File: src/rtl/uart_pkg.sv
// rtl/uart_pkg.sv - shared UART transmit constants and state encoding
package uart_pkg;

    localparam int UART_DATA_BITS = 8;
    localparam int UART_BIT_IDX_W = $clog2(UART_DATA_BITS);

    typedef logic [1:0] uart_state_t;

    localparam uart_state_t IDLE  = 2'd0;
    localparam uart_state_t START = 2'd1;
    localparam uart_state_t DATA  = 2'd2;
    localparam uart_state_t STOP  = 2'd3;

endpackage

File: src/rtl/sync_fifo.sv
// rtl/sync_fifo.sv - single-clock show-ahead FIFO with occupancy count
module sync_fifo #(
    parameter int WIDTH = 8,
    parameter int DEPTH = 4
) (
    input  logic                   i_Clock,
    input  logic                   i_Reset,
    input  logic                   i_Push,
    input  logic [WIDTH-1:0]       i_Data,
    input  logic                   i_Pop,
    output logic [WIDTH-1:0]       o_Data,
    output logic                   o_Full,
    output logic                   o_Empty,
    output logic [$clog2(DEPTH):0] o_Count
);

    localparam int PW = $clog2(DEPTH);

    logic [WIDTH-1:0] mem [DEPTH];
    logic [PW-1:0]    wr_ptr;
    logic [PW-1:0]    rd_ptr;
    logic             do_push;
    logic             do_pop;

    // Guard against overflow/underflow here so callers may pulse freely
    assign o_Full  = (o_Count == (PW+1)'(DEPTH));
    assign o_Empty = (o_Count == '0);
    assign do_push = i_Push && !o_Full;
    assign do_pop  = i_Pop && !o_Empty;
    assign o_Data  = mem[rd_ptr];

    // Storage write; contents need no reset because pointers define validity
    always_ff @(posedge i_Clock) begin
        if (do_push) begin
            mem[wr_ptr] <= i_Data;
        end
    end

    // Pointers wrap naturally at the power-of-two depth; count tracks occupancy
    always_ff @(posedge i_Clock or negedge i_Reset) begin
        if (!i_Reset) begin
            wr_ptr  <= '0;
            rd_ptr  <= '0;
            o_Count <= '0;
        end else begin
            if (do_push) begin
                wr_ptr <= wr_ptr + 1'b1;
            end
            if (do_pop) begin
                rd_ptr <= rd_ptr + 1'b1;
            end
            case ({do_push, do_pop})
                2'b10:   o_Count <= o_Count + 1'b1;
                2'b01:   o_Count <= o_Count - 1'b1;
                default: o_Count <= o_Count;
            endcase
        end
    end

endmodule

File: src/rtl/uart_tx_fifo.sv
// rtl/uart_tx_fifo.sv - FIFO-buffered 8N1 UART transmitter
module uart_tx_fifo
    import uart_pkg::*;
#(
    parameter int CLKS_PER_BIT = 87,
    parameter int FIFO_DEPTH   = 4
) (
    input  logic                        i_Clock,
    input  logic                        i_Reset,
    input  logic                        i_Tx_DV,
    input  logic [UART_DATA_BITS-1:0]   i_Tx_Byte,
    output logic                        o_Tx_Ready,
    output logic                        o_Tx_Serial,
    output logic                        o_Tx_Active,
    output logic                        o_Tx_Done,
    output logic [$clog2(FIFO_DEPTH):0] o_Fifo_Count
);

    localparam int                        CCW      = $clog2(CLKS_PER_BIT);
    localparam logic [CCW-1:0]            CLK_LAST = CCW'(CLKS_PER_BIT - 1);
    localparam logic [UART_BIT_IDX_W-1:0] BIT_LAST = UART_BIT_IDX_W'(UART_DATA_BITS - 1);

    uart_state_t                 state;
    uart_state_t                 next_state;
    logic [CCW-1:0]              clk_cnt;
    logic [UART_BIT_IDX_W-1:0]   bit_idx;
    logic [UART_DATA_BITS-1:0]   shift;
    logic [UART_DATA_BITS-1:0]   fifo_head;
    logic                        fifo_full;
    logic                        fifo_empty;
    logic                        pop;
    logic                        bit_end;
    logic                        last_bit;

    assign o_Tx_Ready = !fifo_full;
    assign bit_end    = (clk_cnt == CLK_LAST);
    assign last_bit   = (bit_idx == BIT_LAST);

    sync_fifo #(
        .WIDTH (UART_DATA_BITS),
        .DEPTH (FIFO_DEPTH)
    ) u_fifo (
        .i_Clock (i_Clock),
        .i_Reset (i_Reset),
        .i_Push  (i_Tx_DV && o_Tx_Ready),
        .i_Data  (i_Tx_Byte),
        .i_Pop   (pop),
        .o_Data  (fifo_head),
        .o_Full  (fifo_full),
        .o_Empty (fifo_empty),
        .o_Count (o_Fifo_Count)
    );

    // State register; async reset forces IDLE so the line goes high at once
    always_ff @(posedge i_Clock or negedge i_Reset) begin
        if (!i_Reset) begin
            state <= IDLE;
        end else begin
            state <= next_state;
        end
    end

    // Next-state: STOP chains straight into START when more bytes are queued
    always_comb begin
        next_state = state;
        case (state)
            IDLE:    if (!fifo_empty) next_state = START;
            START:   if (bit_end) next_state = DATA;
            DATA:    if (bit_end && last_bit) next_state = STOP;
            STOP:    if (bit_end) next_state = fifo_empty ? IDLE : START;
            default: next_state = IDLE;
        endcase
    end

    // Outputs and pop request decoded from the current state and bit timer
    always_comb begin
        o_Tx_Serial = 1'b1;
        o_Tx_Active = 1'b1;
        o_Tx_Done   = 1'b0;
        pop         = 1'b0;
        case (state)
            IDLE: begin
                o_Tx_Active = 1'b0;
                pop         = !fifo_empty;
            end
            START:   o_Tx_Serial = 1'b0;
            DATA:    o_Tx_Serial = shift[bit_idx];
            STOP: begin
                o_Tx_Done = bit_end;
                pop       = bit_end && !fifo_empty;
            end
            default: o_Tx_Active = 1'b0;
        endcase
    end

    // Bit timer, bit index and shift register; a pop restarts the frame timing
    always_ff @(posedge i_Clock or negedge i_Reset) begin
        if (!i_Reset) begin
            clk_cnt <= '0;
            bit_idx <= '0;
            shift   <= '0;
        end else if (pop) begin
            shift   <= fifo_head;
            clk_cnt <= '0;
            bit_idx <= '0;
        end else if (state == IDLE) begin
            clk_cnt <= '0;
        end else if (bit_end) begin
            clk_cnt <= '0;
            if (state == DATA) begin
                bit_idx <= bit_idx + 1'b1;
            end
        end else begin
            clk_cnt <= clk_cnt + 1'b1;
        end
    end

endmodule

File: config.mk
export PLATFORM = sky130hd
export DESIGN_NAME = uart_tx_fifo
export DESIGN_NICKNAME = d
export VERILOG_FILES = /design/src/rtl/uart_pkg.sv /design/src/rtl/sync_fifo.sv /design/src/rtl/uart_tx_fifo.sv
export SDC_FILE = /design/constraint.sdc
export NUM_CORES = 1
export LEC_CHECK = 0
export ABC_AREA = 1
export BUFFER_PORTS_ARGS = -buffer_cell sky130_fd_sc_hd__buf_2
export CAP_MARGIN = 25
export CORE_AREA = 2 2 67 95
export DETAILED_ROUTE_END_ITERATION = 8
export DIE_AREA = 0 0 69 97
export GPL_ROUTABILITY_DRIVEN = 0
export GPL_TIMING_DRIVEN = 0
export HOLD_SLACK_MARGIN = 0.08
export PLACE_DENSITY = 0.71
export SYNTH_ARGS = -nofsm -noshare
export SYNTH_HDL_FRONTEND = slang
export SYNTH_SLANG_ARGS = --single-unit
export TNS_END_PERCENT = 5
File: constraint.sdc
create_clock -name i_Clock -period 2.7 [get_ports i_Clock]
set_input_delay 0.27 -clock i_Clock [delete_from_list [all_inputs] [get_ports i_Clock]]
set_output_delay 0.27 -clock i_Clock [all_outputs]
set_load 0.05 [all_outputs]
==> impl_summary.log <==
[metrics] status: completed
[metrics] most common cell type on the critical path: sky130_fd_sc_hd__inv_1
[metrics] worst slew margin relative to its limit: 0.493
[metrics] Slowest Stage Delay on Critical Path: 0.43 ns
[metrics] Worst IR Drop VDD: 0.416 mV
[metrics] Max Transition Viols Final: 0
[metrics] sum of routed wire length over all layers: 4930 um
[metrics] cell at the root of the clock tree: sky130_fd_sc_hd__clkbuf_8
[metrics] slowest stage cell, crit path: sky130_fd_sc_hd__dfrtp_1
[metrics] # IOs: 18
[metrics] type of the setup path with the least slack: flip-flop to flip-flop
[metrics] Port-buffer cells: 17
[metrics] per-cell via count in the routed design: 4.92
[metrics] Bufs and invs on worst path: 3
[metrics] Yosys Warn Count: 0
[metrics] post-DR wirelength/cell: between 10 and 15 um
[metrics] worst path required time: 2.91 ns
[metrics] filler cell count: 531
[metrics] dpl cell area: 3020 um^2
[metrics] antenna violations before repair: 0
[metrics] total of flip-flops plus latches after synthesis: 59
[metrics] TritonCTS clock tree: done
[metrics] summed negative setup slack over all endpoints: 0 ns
[metrics] Async S/R FF share, synth: 0.458
[metrics] crit path cell chain: inv_1 > ha_1 > a21oi_1 > nand2_2 > inv_1 > ha_1 > inv_1 > fa_1 > a21oi_1 > o21ai_0 > xor2_1
[metrics] clock period minus final worst setup slack: 2.44 ns
[metrics] standby leakage power: ~1.5 nW
[metrics] global-route wire length before repair: 8550 um
[metrics] core footprint: 5780 um^2
[metrics] largest buffer count on any clock path: 2
[metrics] HPWL reported at the end of detailed placement: 3570 um
[metrics] Hold/Removal Path Class: primary input to flip-flop
[metrics] unrepaired setup endpoints after global routing: false
[metrics] top cell types by occurrence after synthesis: sky130_fd_sc_hd__nand2_1 (64), sky130_fd_sc_hd__nor2_1 (50), sky130_fd_sc_hd__inv_1 (35)
[metrics] signed area change from the synthesized netlist to the final layout: 12.9%
[metrics] number of maximum-capacitance violations: 0
[metrics] data arrival time of the worst path: 2.64 ns
[metrics] layout net count: 354
[metrics] power density normalized to cell area: 712 nW/um^2
[metrics] post-CTS resize count: 0
[metrics] share of the synthesized area in the top cell type: 0.338
[metrics] setup violators final: 0
[metrics] post-CTS setup-driven buffer insertion count: 0
[metrics] gr ovfl total: 0
[metrics] count of unresolved DRC violations after routing: 0
[metrics] number of H-tree branching levels: 3
[metrics] starting density of the core: 0.492
[metrics] number of enable flip-flop cells after synthesis: 32
[metrics] Most used DFF post-synth: sky130_fd_sc_hd__edfxtp_1
[metrics] total via count after detailed routing: roughly 2,000
[metrics] share of cells above drive strength 1: 0.141
[metrics] number of nets in the synthesized netlist: 325
[metrics] Top delay family on crit path: adder cells
[metrics] kind of end point of the critical path: flip-flop
[metrics] all-layer global routing usage: 0.162
[metrics] Post-Syn Area per Cell: roughly 9.5 um^2
[metrics] Die ar.: 6690 um^2
[metrics] number of sinks on the clock net: 59
[metrics] combined area of all synthesized cells: 2840 um^2
[metrics] element type at the critical path start: flip-flop
[metrics] Die Y: 97 um
[metrics] Detailed Route Iter0 Violations: 96
[metrics] TritonCTS Buffers: 9
[metrics] leading cell type by number of instances after synthesis: sky130_fd_sc_hd__nand2_1
[metrics] library cell with the largest summed area after synthesis: sky130_fd_sc_hd__edfxtp_1
[metrics] insertion delay of the later-clocked pin in the worst-skew pair: 0.33 ns
[metrics] final design instance area without fill: 3210 um^2
[metrics] Final Skew: 0.00705 ns
[metrics] slew at the pin with the worst max-slew slack: 0.757 ns
[metrics] Clock transition at path regs: around 0.06 ns
[metrics] largest net degree at the start of global routing: 28
[metrics] vias in the first global route: a little under 2,000
[metrics] leading cell types by total area after synthesis: sky130_fd_sc_hd__edfxtp_1 (34%), sky130_fd_sc_hd__dfrtp_1 (24%), sky130_fd_sc_hd__nand2_1 (8.5%), sky130_fd_sc_hd__nor2_1 (6.6%), sky130_fd_sc_hd__ha_1 (6.2%)
[metrics] final worst-path cycle share: 0.903
[metrics] critical-path maximum fanout: 5
[metrics] Chip Width: between 60 and 70 um
[metrics] highest clock frequency the design can meet: 410 MHz
[metrics] register area share after synthesis: 0.576
[metrics] antenna diode count: 0
[metrics] # rows: 33
[metrics] gate count of the mapped netlist: 299
[metrics] Detail Route Antenna Nets: 0
[metrics] Final Hold Viols: 0
[metrics] Pre-Repair DR Iteration Count: 5
[metrics] number of distinct library cells after synthesis: 25
-- worst register-to-register path, cell delays in order, from the launching register on --
cell and delay (ns):
sky130_fd_sc_hd__dfrtp_1 0.43, sky130_fd_sc_hd__inv_1 0.12, sky130_fd_sc_hd__ha_1 0.33, sky130_fd_sc_hd__a21oi_1 0.21, sky130_fd_sc_hd__nand2_2 0.09, sky130_fd_sc_hd__inv_1 0.13, sky130_fd_sc_hd__ha_1 0.16, sky130_fd_sc_hd__inv_1 0.06
sky130_fd_sc_hd__fa_1 0.38, sky130_fd_sc_hd__a21oi_1 0.15, sky130_fd_sc_hd__o21ai_0 0.11, sky130_fd_sc_hd__xor2_1 0.15
-- registers in the layout (all words and copies together), names as in the netlist --
register and cells:
u_fifo.rd_ptr 2, bit_idx 3, u_fifo.wr_ptr 2, clk_cnt 7, u_fifo.mem 32, u_fifo.o_Count 3, shift 8, state 2
-- routing by layer --
layer | GRT usage | part of all wire | up-vias
met3 | 0.0427 | 0.030 | 13
met4 | 0.0935 | 0.023 | 0
met1 | 0.167 | 0.41 | 918
met2 | 0.289 | 0.54 | 36
li1 | - | - | 1017
met5 | 0 | 0 | -
-- area by class of cell --
cell class                 instances  area (um^2)  area share
buffer                             7         50.0      0.0156
sequential                        59         1640       0.510
timing repair buffer              18         95.1      0.0296
clock buffer                      10          128      0.0398
inverter                          37          139      0.0433
tap                               70         87.6      0.0273
multi-input combinational        196         1020       0.317
clock inverter                     6         56.3      0.0175
-- power by group --
part	internal (W)	leakage, nW	total [W]	switching, W
sequential	0.00110	0.620	0.00115	0.0000558
combinational	0.0000991	0.771	0.000393	0.000294
clock	0.000418	0.0951	0.000738	0.000321
-- logic make-up (layout without fill, tap and decap cells) --
kind of cell | count (synthesis) | after routing | share of synthesized area
AOI/OAI and AO/OA | 22 | 22 | 0.0387
xor gates and xnor gates | 6 | 6 | 0.0185
buffers and inverters | 44 | 78 | 0.0665
adders and majority gates | 15 | 15 | 0.0687
DFF | 59 | 59 | 0.576
and+or+nand+nor | 153 | 153 | 0.232
-- what timing repair did --
item                                   in CTS  in global routing
hold buffers                                1                  0
setup endpoints to repair                   0                  0
endpoints found under the hold margin      27                  0
-- layout by cell type, fill, tap and decap left out, types with 3 or more instances in the layout --
cell type                  count
sky130_fd_sc_hd__a21oi_1       4
sky130_fd_sc_hd__buf_2        21
sky130_fd_sc_hd__clkbuf_8      9
sky130_fd_sc_hd__dfrtp_1      27
sky130_fd_sc_hd__edfxtp_1     32
sky130_fd_sc_hd__ha_1         14
sky130_fd_sc_hd__inv_1        35
sky130_fd_sc_hd__nand2_1      64
sky130_fd_sc_hd__nand2_2       4
sky130_fd_sc_hd__nand3_1      21
sky130_fd_sc_hd__nand4_1       4
sky130_fd_sc_hd__nor2_1       50
sky130_fd_sc_hd__nor3_1        3
sky130_fd_sc_hd__o21ai_0      15
sky130_fd_sc_hd__o21ai_1       3
sky130_fd_sc_hd__xor2_1        4
-- path summary, 6_finish.rpt --
check	cells past startpoint	start	slack [ns]	end
worst max-delay path	11	state[0]	0.26	u_fifo.o_Count[2]
worst min-delay path	1	i_Tx_Byte[3]	0.15	u_fifo.mem[2][3]
worst max register to register	11	state[0]	0.26	u_fifo.o_Count[2]
worst min register to register	2	shift[4]	0.47	shift[4]
max in group asynchronous	2	i_Reset	1.82	state[1]
min in group asynchronous	2	i_Reset	0.48	clk_cnt[5]
-- stage by stage --
| step | utilization | hold WS, ns | setup WS [ns] | std cells | power (W) |
|---|---|---|---|---|---|
| after floorplan | - | -0.0256 | 0.176 | 299 | 0.00145 |
| after global placement | 0.522 | 0.313 | 0.328 | 386 | 0.00155 |
| after detailed placement | 0.522 | 0.326 | 0.277 | 386 | 0.00157 |
| after CTS | 0.555 | 0.139 | 0.255 | 403 | 0.00231 |
| after global routing | 0.555 | 0.142 | 0.110 | 403 | 0.00241 |
| final | 0.555 | 0.153 | 0.262 | 403 | 0.00228 |
(Power assumes the default switching activity.)
